--- src/rtl/pwm_ramp_ctrl.sv ---
// pwm_ramp_ctrl: duty-cycle ramp sequencer for the free-running PWM generator.
// Takes a target duty and step over valid/ready, then walks `value` toward the
// target one step every DWELL PWM periods. `value` only ever changes on the
// last clock of a period, so the generator never sees a glitched period.
//
// state  | meaning
// -------+-----------------------------------------------------------------
// S_IDLE | waiting for a command; cmd_ready high (outside reset)
// S_RAMP | stepping value toward tgt at period boundaries; busy high
module pwm_ramp_ctrl #(
  parameter int PERIOD_BITS = 3,
  parameter int DWELL       = 4
) (
  input  logic       clk,
  input  logic       rst,
  input  logic       cmd_valid,
  output logic       cmd_ready,
  input  logic [8:0] cmd_target,
  input  logic [3:0] cmd_step,
  input  logic       hold,
  output logic [8:0] value,
  output logic       sync,
  output logic       busy,
  output logic       done
);

  localparam logic [9:0] DMAX = 10'(1 << PERIOD_BITS);
  localparam int DW_BITS = (DWELL > 1) ? $clog2(DWELL) : 1;
  localparam logic [DW_BITS-1:0] DW_RELOAD = DW_BITS'(DWELL - 1);

  typedef enum logic {
    S_IDLE = 1'b0,
    S_RAMP = 1'b1
  } state_t;

  state_t               state;
  state_t               state_nxt;
  logic [PERIOD_BITS-1:0] cnt;
  logic [DW_BITS-1:0]   dwell;
  logic [8:0]           tgt;
  logic [3:0]           stp;
  logic                 done_q;

  logic       boundary;
  logic       accept;
  logic [9:0] cmd_tgt_c;
  logic [3:0] cmd_stp_c;
  logic [9:0] value10;
  logic [9:0] tgt10;
  logic [9:0] stp10;
  logic       up;
  logic [9:0] diff;
  logic [9:0] delta;
  logic [9:0] value_step;
  logic       step_now;
  logic       dwell_dec;
  logic       load_ramp;
  logic       done_set;

  // Command clamping and the step arithmetic, all done in 10 bits so the
  // distance to the target can never wrap.
  always_comb begin
    boundary   = (cnt == '1);
    accept     = cmd_valid & cmd_ready;
    cmd_tgt_c  = ({1'b0, cmd_target} > DMAX) ? DMAX : {1'b0, cmd_target};
    cmd_stp_c  = (cmd_step == 4'd0) ? 4'd1 : cmd_step;
    value10    = {1'b0, value};
    tgt10      = {1'b0, tgt};
    stp10      = {6'b0, stp};
    up         = (tgt10 > value10);
    diff       = up ? (tgt10 - value10) : (value10 - tgt10);
    delta      = (diff > stp10) ? stp10 : diff;
    value_step = up ? (value10 + delta) : (value10 - delta);
    step_now   = (state == S_RAMP) & boundary & ~hold & (dwell == '0);
    dwell_dec  = (state == S_RAMP) & boundary & ~hold & (dwell != '0);
  end

  // State register.
  always_ff @(posedge clk) begin
    if (rst) state <= S_IDLE;
    else     state <= state_nxt;
  end

  // Next-state decode; an accept on a boundary is not counted because the
  // FSM is still in IDLE on that edge.
  always_comb begin
    state_nxt = state;
    load_ramp = 1'b0;
    done_set  = 1'b0;
    case (state)
      S_IDLE: begin
        if (accept) begin
          if (cmd_tgt_c == value10) begin
            done_set = 1'b1;
          end else begin
            state_nxt = S_RAMP;
            load_ramp = 1'b1;
          end
        end
      end
      S_RAMP: begin
        if (step_now && (value_step == tgt10)) begin
          state_nxt = S_IDLE;
          done_set  = 1'b1;
        end
      end
      default: state_nxt = S_IDLE;
    endcase
  end

  // Phase counter, latched command, dwell timer and the duty register.
  always_ff @(posedge clk) begin
    if (rst) begin
      cnt    <= '0;
      value  <= '0;
      tgt    <= '0;
      stp    <= 4'd1;
      dwell  <= '0;
      done_q <= 1'b0;
    end else begin
      cnt    <= cnt + PERIOD_BITS'(1);
      done_q <= done_set;
      if (accept) begin
        tgt <= 9'(cmd_tgt_c);
        stp <= cmd_stp_c;
      end
      if (load_ramp) begin
        dwell <= DW_RELOAD;
      end else if (step_now) begin
        value <= 9'(value_step);
        dwell <= DW_RELOAD;
      end else if (dwell_dec) begin
        dwell <= dwell - DW_BITS'(1);
      end
    end
  end

  // Status outputs are forced low for as long as reset is held.
  always_comb begin
    cmd_ready = (state == S_IDLE) & ~rst;
    busy      = (state == S_RAMP) & ~rst;
    sync      = (cnt == '0) & ~rst;
    done      = done_q & ~rst;
  end

endmodule

--- config.mk ---
export PLATFORM = sky130hd
export DESIGN_NAME = pwm_ramp_ctrl
export DESIGN_NICKNAME = d
export VERILOG_FILES = /design/src/rtl/pwm_ramp_ctrl.sv
export SDC_FILE = /design/constraint.sdc
export NUM_CORES = 1
export LEC_CHECK = 0
export CELL_PAD_IN_SITES_DETAIL_PLACEMENT = 1
export CELL_PAD_IN_SITES_GLOBAL_PLACEMENT = 1
export CORE_MARGIN = 3
export CORE_UTILIZATION = 43
export CTS_CLUSTER_DIAMETER = 60
export CTS_CLUSTER_SIZE = 40
export DETAILED_ROUTE_END_ITERATION = 6
export MAX_ROUTING_LAYER = met4
export PLACE_DENSITY = 0.89
export SYNTH_ARGS = -nofsm -noshare
export SYNTH_HDL_FRONTEND = slang
export SYNTH_SLANG_ARGS = --single-unit
export TNS_END_PERCENT = 1
--- constraint.sdc ---
create_clock -name clk -period 8.65 [get_ports clk]
set_input_delay 1.73 -clock clk [delete_from_list [all_inputs] [get_ports clk]]
set_output_delay 1.73 -clock clk [all_outputs]
set_load 0.005 [all_outputs]
# == Word level (Yosys, flattened, before mapping) ==
# Cells that the tools add are included.
# classes
addsub,6
n_mul,0
div_mod_pow,0
n_lt_le_gt_ge,3
eq_ne,3
n_shift,0
n_mux,17
bitwise_logic,13
reduce_logical,7
# op_table
cell,n
$mux W10,3
$sub A9 B9 Y10,2
$add A9 B10 Y10,1
$eq A10 B9 Y1,1
$gt A10 B4 Y1,1
$sub A9 B10 Y10,1
$and A1 B1 Y1,9
$eq A9 B9 Y1,1
$gt A9 B4 Y1 const B,1
$gt A9 B9 Y1,1
$mux W9,1
$mux W1,7
$mux W2,3
$logic_not A4 Y1,1
$mux W4,1
$not A1 Y1,4
$pmux W1 S2,2
$add A3 B1 Y3 const B,1
$eq A3 B3 Y1 const B,1
$logic_not A3 Y1,1
$reduce_bool A3 Y1,1
$logic_not A2 Y1,1
$reduce_and A2 Y1,1
$reduce_bool A2 Y1,1
other kinds (2),2
# totals
register_bits,29
latchBits,0
mem_bits_rw,0
mem_bits_ro,0
inputBits,17
output_inout_bits,13
word_cells,56
memories,0

# == Logic depth before layout (Yosys ltp) ==
# Gate-level depths: netlist of the first run.
# logic_depth
ltp_word,10
ltp_mapped,32
depth_no_buf,30

# == Worst setup path before layout of the first run ==
# Ideal clock, no wire load.
# synth_path
kind,reg-to-reg
start,reg tgt[0]
end,reg done_q
arrival_ns,6.436
t_required_ns,8.580
slack_ns,2.144
path_stages_with_launch,31
n_path_buf,1
path_cell_list,dfxtp_1 -> inv_1 -> ha_1 -> fa_1 -> nand3b_1 -> a211o_1 -> a21oi_4 -> mux2_2 -> a21o_2 -> ha_1 -> o21a_1 -> o21ai_0 -> nand2b_1 -> a221o_1 -> a21oi_2 -> buf_2 -> nor2_1 -> a21o_1 -> inv_1 -> ha_1 -> mux2_2 -> fa_1 -> xnor2_1 -> a311oi_1 -> o311ai_0 -> a2111oi_0 -> nand4_1 -> nor4_1 -> nand3_1 -> mux2i_1 -> o2bb2ai_1
# synth_via
elab_chain_cells,10
elab_cells_between_ends,13
cone_classes,add/sub: 4; order compare: 2; eq/ne: 1; mux: 5; reduce/logical: 1
# synth_rtl
item,line,text
from (decl),40,logic [8:0] tgt;
from (signal assigned),124,tgt <= 9'(cmd_tgt_c);
$sub A9 B9 Y10 / $gt A9 B9 Y1 (equally long branches),"71, 70",
$mux W10,71,diff = up ? (tgt10 - value10) : (value10 - tgt10);
$gt A10 B4 Y1,72,delta = (diff > stp10) ? stp10 : diff;
$mux W10,72,
$sub A9 B10 Y10 / $add A9 B10 Y10 (equally long branches),73,value_step = up ? (value10 + delta) : (value10 - delta);
$mux W10,73,
$eq A10 B9 Y1 *,102,if (step_now && (value_step == tgt10)) begin
$logic_and A1 B1 Y1 *,102,
$mux W1 *,102,
$pmux W1 S2 *,90,case (state)
to (signal assigned),122,done_q <= done_set;
to (decl),42,logic done_q;
# Mark *: on every way between the ends. The rest lies on a longest branch, timed or not.
# A chain may end at the register's enable or synchronous reset.

# == Worst setup path in the final report of the first run ==
# Same ends and word-level chain as after synthesis.

==> results of run 1 <==
==> power by group <==
group	switching (mW)	total, mW	leakage (nW)	internal (mW)
clock	0.0595	0.153	0.0585	0.0939
sequential	0.00363	0.142	0.236	0.138
combinational	0.111	0.197	1.07	0.0861
total	0.174	0.492	1.37	0.318
==> metrics by stage <==
| step | util (%) | setup slack [ns] | area (um^2) | power (mW) | hold slack (ns) |
|---|---|---|---|---|---|
| after floorplan | - | 2.144 | 3040 | 0.2873 | 0.4173 |
| after global placement | 49.34 | 1.487 | 3371 | 0.3273 | 0.4292 |
| after detailed placement | 49.34 | 1.070 | 3371 | 0.3379 | 0.4360 |
| after CTS | 51.04 | 0.9565 | 3487 | 0.4922 | 0.4512 |
| after global routing | 51.04 | 0.5266 | 3487 | 0.5156 | 0.4940 |
| final | 51.04 | 0.9197 | 3487 | 0.4924 | 0.4496 |
==> logic make-up after synthesis <==
family	count (synthesis)	synth area share [%]
compound gates	106	24.07
xor+xnor	21	6.502
fa+ha+maj	39	16.79
buf+inv	60	7.819
flops	29	19.09
mux	8	2.757
simple gates	132	22.96
==> flip-flops by register name, indices dropped and copies added (netlist names) <==
| signal | flops |
|---|---|
| cnt | 3 |
| stp | 4 |
| dwell | 2 |
| value | 9 |
| state | 1 |
| tgt | 9 |
| done_q | 1 |
==> final timing paths <==
path         slack, ns  endpoint    from
max               0.92    done_q  tgt[0]
min               0.45    cnt[0]  cnt[0]
max reg2reg       0.92    done_q  tgt[0]
min reg2reg       0.45    cnt[0]  cnt[0]
==> cell usage in the layout, fill, tap and decap left out, types with 6 or more instances in the layout <==
| cell | netlist | final |
|---|---|---|
| o31ai_1 | 6 | 6 |
| nand2_1 | 18 | 18 |
| a21oi_1 | 24 | 24 |
| nand2b_1 | 7 | 7 |
| nor2_1 | 33 | 33 |
| or3_1 | 7 | 7 |
| inv_1 | 42 | 42 |
| o21ai_0 | 23 | 23 |
| xnor2_1 | 18 | 18 |
| dfxtp_1 | 29 | 29 |
| nand4_1 | 9 | 9 |
| nand3_1 | 13 | 13 |
| a211oi_1 | 6 | 6 |
| o21a_1 | 9 | 9 |
| clkdlybuf4s50_1 | 0 | 29 |
| nor2b_1 | 9 | 9 |
| nor3_1 | 14 | 14 |
| ha_1 | 36 | 36 |
| clkbuf_8 | 0 | 6 |
==> cell type report <==
class,count,area [um^2]
Clock buffer,7,86.33
Clock inverter,1,30.03
Fill cell,870,3344
Inverter,42,157.7
Multi-Input combinational cell,306,2222
Sequential cell,29,580.6
Tap cell,96,120.1
Timing Repair Buffer,29,290.3
==> routing by layer <==
| layer | vias up | GRT usage (%) | part of all wire (%) | routed length (um) |
|---|---|---|---|---|
| met5 | - | - | 0 | 0 |
| met4 | 0 | 12.63 | 4.4 | 422 |
| met3 | 34 | 2.845 | 3.4 | 326 |
| met2 | 70 | 40.20 | 49 | 4738 |
| met1 | 1448 | 29.33 | 43 | 4199 |
| li1 | 1453 | - | - | - |
==> worst register-to-register path, delay by kind of cell, from the launching register on <==
| family | cells | cell delay, ns |
|---|---|---|
| AO/OA/AOI/OAI | 12 | 3.30 |
| buffers and inverters | 2 | 0.15 |
| multiplexers | 3 | 0.91 |
| flip-flops | 1 | 0.38 |
| AND/OR/NAND/NOR | 6 | 1.00 |
| adder cells (fa/ha/maj) | 5 | 1.78 |
| XOR/XNOR | 1 | 0.16 |
==> metrics.txt, run 1 <==
run status=complete, no violations; largest cells by area after synthesis=dfxtp_1 (19%), ha_1 (15%), inv_1 (5.2%); leading post-synthesis cells by instance count=inv_1 (42), ha_1 (36), nor2_1 (33), dfxtp_1 (29), a21oi_1 (24); Tcrit/Tclk final=89.37%; antenna violations before repair=0; Initial Utilization=44.51%; DPL Wire Length=7557 um; critical-path cell with the highest stage delay=fa_1; Worst Hold Class=register to register; Crit path required time=8.88 ns; number of synthesized register bits=29; Clock Sink Count=29; Pre-antenna DRT Iters=4; Final TNS setup=0 ns; count of inserted antenna diode cells=0; total number of vias=3,005; die footprint=0.008115 mm^2; Ports=30; Tightest Pin Transition=1.216 ns; R2R cell count=29; cts hold-fix bufs=0; Top FF cell, synth=dfxtp_1; Post-Route Skew=0.004978 ns; Core ar.=0.006832 mm^2; category of cells accounting for the largest share of critical-path delay=compound AO/OA/AOI/OAI gates; DRC marker count from the first detailed-route iteration=107; count leader, synth=inv_1; Slew Viols, Final=0; Maximum Capacitance Violations=0; PD cells=141.2 mW/mm^2; startpoint kind of the worst setup timing path=register; Post-Layout Cell Count=510; pin count of the biggest net entering global routing=32; Post-Syn Area=0.003040 mm^2; post_cts resized=0; count of placed standard cells including taps=502; GPL Wtd Cong=0.8957; Post-Syn Instances=395; highest net fanout along the worst path=18; Worst setup EP type=register; root buffer cell=clkbuf_8; data arrival time of the worst path=7.96 ns; Post-CTS Setup Inserts=0; first-pass GRT wire length=15,860 um; final critical path time including I/O delays and setup=7.730 ns; count of final hold-check violations=0; total number of nets in the final design=469; residual overflow from global routing=0; number of enable flip-flop cells after synthesis=0; count of port buffers added during placement=29; ratio of routed vias to standard cells=5.892; cell occurring most often along the worst timing path=ha_1; buffering stage count on the worst path with inverters included=2; # H-tree levels=2; cell depth of the worst setup path=29; setup repair after global routing missed its margin=no; Critical Path Max Stage Delay=0.51 ns; global router's overall resource usage=24.40%; share of async-settable or async-resettable flops after synthesis=0%; detailed-route wire length=9686 um; average footprint of a synthesized cell=7.697 um^2; via count of the first global-routing pass=3,159; TritonCTS buffer count=5; area share of the largest cell type after synthesis=19.09%; clock tree from TritonCTS=done; x dimension of the die=90.09 um; type of the setup path with the least slack=register to register; post-synth net total=451; proportion of layout cells with a drive suffix above 1=5.556%; static leakage power=1.370 nW; CTS max path bufs=2; Worst Hold Depth=1; distinct cell type count after synthesis=62; total of warnings raised by yosys=0; vertical extent of the die=90.09 um; highest ir drop seen on vdd=81.50 uV; layout-stage area growth over the synthesis result=14.69%; clock latency on the worst-skew pair=0.30 ns; Placement Rows=30; cell taking the most area after synthesis=dfxtp_1; DRC violations left=0; WL/cell=18.99 um; post-synthesis sequential area ratio=19.09%; clock input transition at the sequential cells of the worst setup and hold paths=0.07 ns; remaining number of nets flagged by the antenna check after routing=0; headroom to the max-slew limit=18.67%; Final Setup Violations=0; maximum clock frequency=129.4 MHz
Note: power is estimated with default switching activity, not from simulation.
==> run 2: changes to the inputs <==
--- a/config.mk
+++ b/config.mk
@@ -13,7 +13,7 @@
 export CTS_CLUSTER_SIZE = 40
 export DETAILED_ROUTE_END_ITERATION = 6
 export MAX_ROUTING_LAYER = met4
-export PLACE_DENSITY = 0.89
+export PLACE_DENSITY = 0.87
 export SYNTH_ARGS = -nofsm -noshare
 export SYNTH_HDL_FRONTEND = slang
 export SYNTH_SLANG_ARGS = --single-unit
==> metrics.txt, run 2 (synthesis gave the netlist of run 1 again) <==
run status=complete, no violations; die footprint=0.008115 mm^2 (unchanged); portion of total power attributed to sequential cells=31.8% (+2.9 points); clock power share=25.0% (-6.1 points); Initial Utilization=44.51% (unchanged); Crit path required time=8.88 ns (about the same); Placement Rows=30 (unchanged); GPL Wtd Cong=0.9180 (+2.5%); first-pass GRT wire length=15,480 um (-2.4%); data arrival time of the worst path=7.79 ns (-0.17 ns); count of final hold-check violations=0 (unchanged); type of the setup path with the least slack=register to register; total number of vias=3,004 (-0.033%); root buffer cell=clkbuf_8; Worst Hold Class=register to register; headroom to the max-slew limit=21.33% (+2.7 points); clock input transition at the sequential cells of the worst setup and hold paths=0.07 ns (about the same); final design utilization=50.55% (-0.49 points); detailed-route wire length=9168 um (-5.3%); most common cell after layout, fill and taps aside=inv_1; clock latency on the worst-skew pair=0.29 ns (about the same); Slew Viols, Final=0 (unchanged); Switch Pwr=0.1681 mW (-3.4%); buffering stage count on the worst path with inverters included=2 (unchanged); layout-stage area growth over the synthesis result=13.58%; Maximum Capacitance Violations=0 (unchanged); PD cells=129.8 mW/mm^2 (-8.1%); Tcrit/Tclk final=87.41% (-2.0 points); count of inserted antenna diode cells=0 (unchanged); # H-tree levels=2 (unchanged); DRC marker count from the first detailed-route iteration=100 (-6.5%); cell area after placement=0.003371 mm^2 (unchanged); top library cells by usage in the layout, fill and taps aside=inv_1 (42), ha_1 (36), nor2_1 (33), dfxtp_1 (29), clkdlybuf4s50_1 (29); CTS max path bufs=2 (unchanged); WL/cell=17.98 um (-5.3%); TritonCTS buffer count=5 (unchanged); antenna violations before repair=0 (unchanged); x dimension of the die=90.09 um (unchanged); via count of the first global-routing pass=3,115 (-1.4%); Critical Path Max Stage Delay=0.49 ns (-0.02 ns); proportion of layout cells with a drive suffix above 1=5.556% (unchanged); largest registers=tgt x9, value x9, stp x4; post-route design area=0.003453 mm^2 (-0.97%); logic gate share of total power=43.3% (+3.3 points); vertical extent of the die=90.09 um (unchanged); DPL Wire Length=7268 um (-3.8%); ratio of routed vias to standard cells=5.890 (about the same); Post-Layout Cell Count=510 (unchanged); highest ir drop seen on vdd=84.97 uV (+4.3%); switch share=37.51% (+2.2 points); Pre-antenna DRT Iters=5 (+1); highest net fanout along the worst path=18 (unchanged); residual overflow from global routing=0 (unchanged); startpoint kind of the worst setup timing path=register; Ports=30 (unchanged); cell occurring most often along the worst timing path=ha_1; maximum clock frequency=132.3 MHz (+2.2%); total power draw=0.4481 mW (-9.0%); Worst setup EP type=register; Final TNS setup=0 ns (unchanged); Core ar.=0.006832 mm^2 (unchanged); pin count of the biggest net entering global routing=32 (unchanged); Tightest Pin Transition=1.176 ns (-0.03970 ns); cell internal pwr=0.2800 mW (-12%); remaining number of nets flagged by the antenna check after routing=0 (unchanged); post_cts resized=0 (unchanged); critical-path cell with the highest stage delay=fa_1; Clock Sink Count=29 (unchanged); DRC violations left=0 (unchanged); cts hold-fix bufs=0 (unchanged); clock tree from TritonCTS=done; setup repair after global routing missed its margin=no; total number of nets in the final design=469 (unchanged); Post-Route Skew=0.005515 ns (+0.0005372 ns); static leakage power=1.356 nW (-0.99%); final critical path time including I/O delays and setup=7.561 ns (-0.1694 ns); count of port buffers added during placement=29 (unchanged); Post-CTS Setup Inserts=0 (unchanged); global router's overall resource usage=23.70% (-0.70 points); Final Setup Violations=0 (unchanged); category of cells accounting for the largest share of critical-path delay=compound AO/OA/AOI/OAI gates; count of placed standard cells including taps=502 (unchanged)
[run 2: layout make-up]
| class | instances | area [um^2] |
|---|---|---|
| clock buffers | 6 | 72.57 |
| clock inverters | 2 | 10.01 |
| fillers | 890 | 3378 |
| inverters | 42 | 157.7 |
| multi-input cells | 306 | 2222 |
| flip-flops and latches | 29 | 580.6 |
| well taps | 96 | 120.1 |
| repair buffers | 29 | 290.3 |
[run 2: final timing paths]
| path | endpoint | depth (start not counted) | from | slack [ns] |
|---|---|---|---|---|
| setup / recovery | done_q | 29 | tgt[0] | 1.09 |
| hold / removal | cnt[0] | 1 | cnt[0] | 0.45 |
| setup reg to reg | done_q | 29 | tgt[0] | 1.09 |
| hold reg to reg | cnt[0] | 1 | cnt[0] | 0.45 |
[run 2: routing by layer]
layer	GRT usage, %	up-vias	routed length (um)
li1	-	1447	-
met1	29.04	1485	4169
met2	40.20	54	4574
met3	3.013	18	235
met4	8.163	0	189
met5	-	-	0
[run 2: power by group through the flow]
stage	logic (mW)	clock network [mW]	registers (mW)
4_1_cts	0.192	0.114	0.142
6_report	0.194	0.112	0.142
3_3_place_gp	0.183	0	0.145
5_1_grt	0.215	0.121	0.143
2_1_floorplan	0.143	0	0.144
3_5_place_dp	0.189	0	0.145
[run 2: worst reg2reg max path: cells and delay by family, from the launching register on]
family | cells | cell delay (ns)
XOR/XNOR | 1 | 0.15
AND/OR/NAND/NOR | 6 | 1.00
AO/OA/AOI/OAI | 12 | 3.17
flip-flops | 1 | 0.38
multiplexers | 3 | 0.91
adder cells (fa/ha/maj) | 5 | 1.75
buffers and inverters | 2 | 0.15
[run 2: through the flow]
| step | setup WS, ns | hold slack, ns |
|---|---|---|
| after global placement | 1.501 | 0.4288 |
| final | 1.089 | 0.4510 |
| after CTS | 1.157 | 0.4590 |
| after global routing | 0.6610 | 0.4861 |
| after floorplan | 2.144 | 0.4173 |
| after detailed placement | 1.200 | 0.4431 |
==> run 3: changes to the inputs <==
--- a/config.mk
+++ b/config.mk
@@ -12,6 +12,7 @@
 export CTS_CLUSTER_DIAMETER = 60
 export CTS_CLUSTER_SIZE = 40
 export DETAILED_ROUTE_END_ITERATION = 6
+export HOLD_SLACK_MARGIN = 0.06
 export MAX_ROUTING_LAYER = met4
 export PLACE_DENSITY = 0.87
 export SYNTH_ARGS = -nofsm -noshare
==> results of run 3 <==
Same layout as run 2: the final DEF is identical, and so are final timing and power.
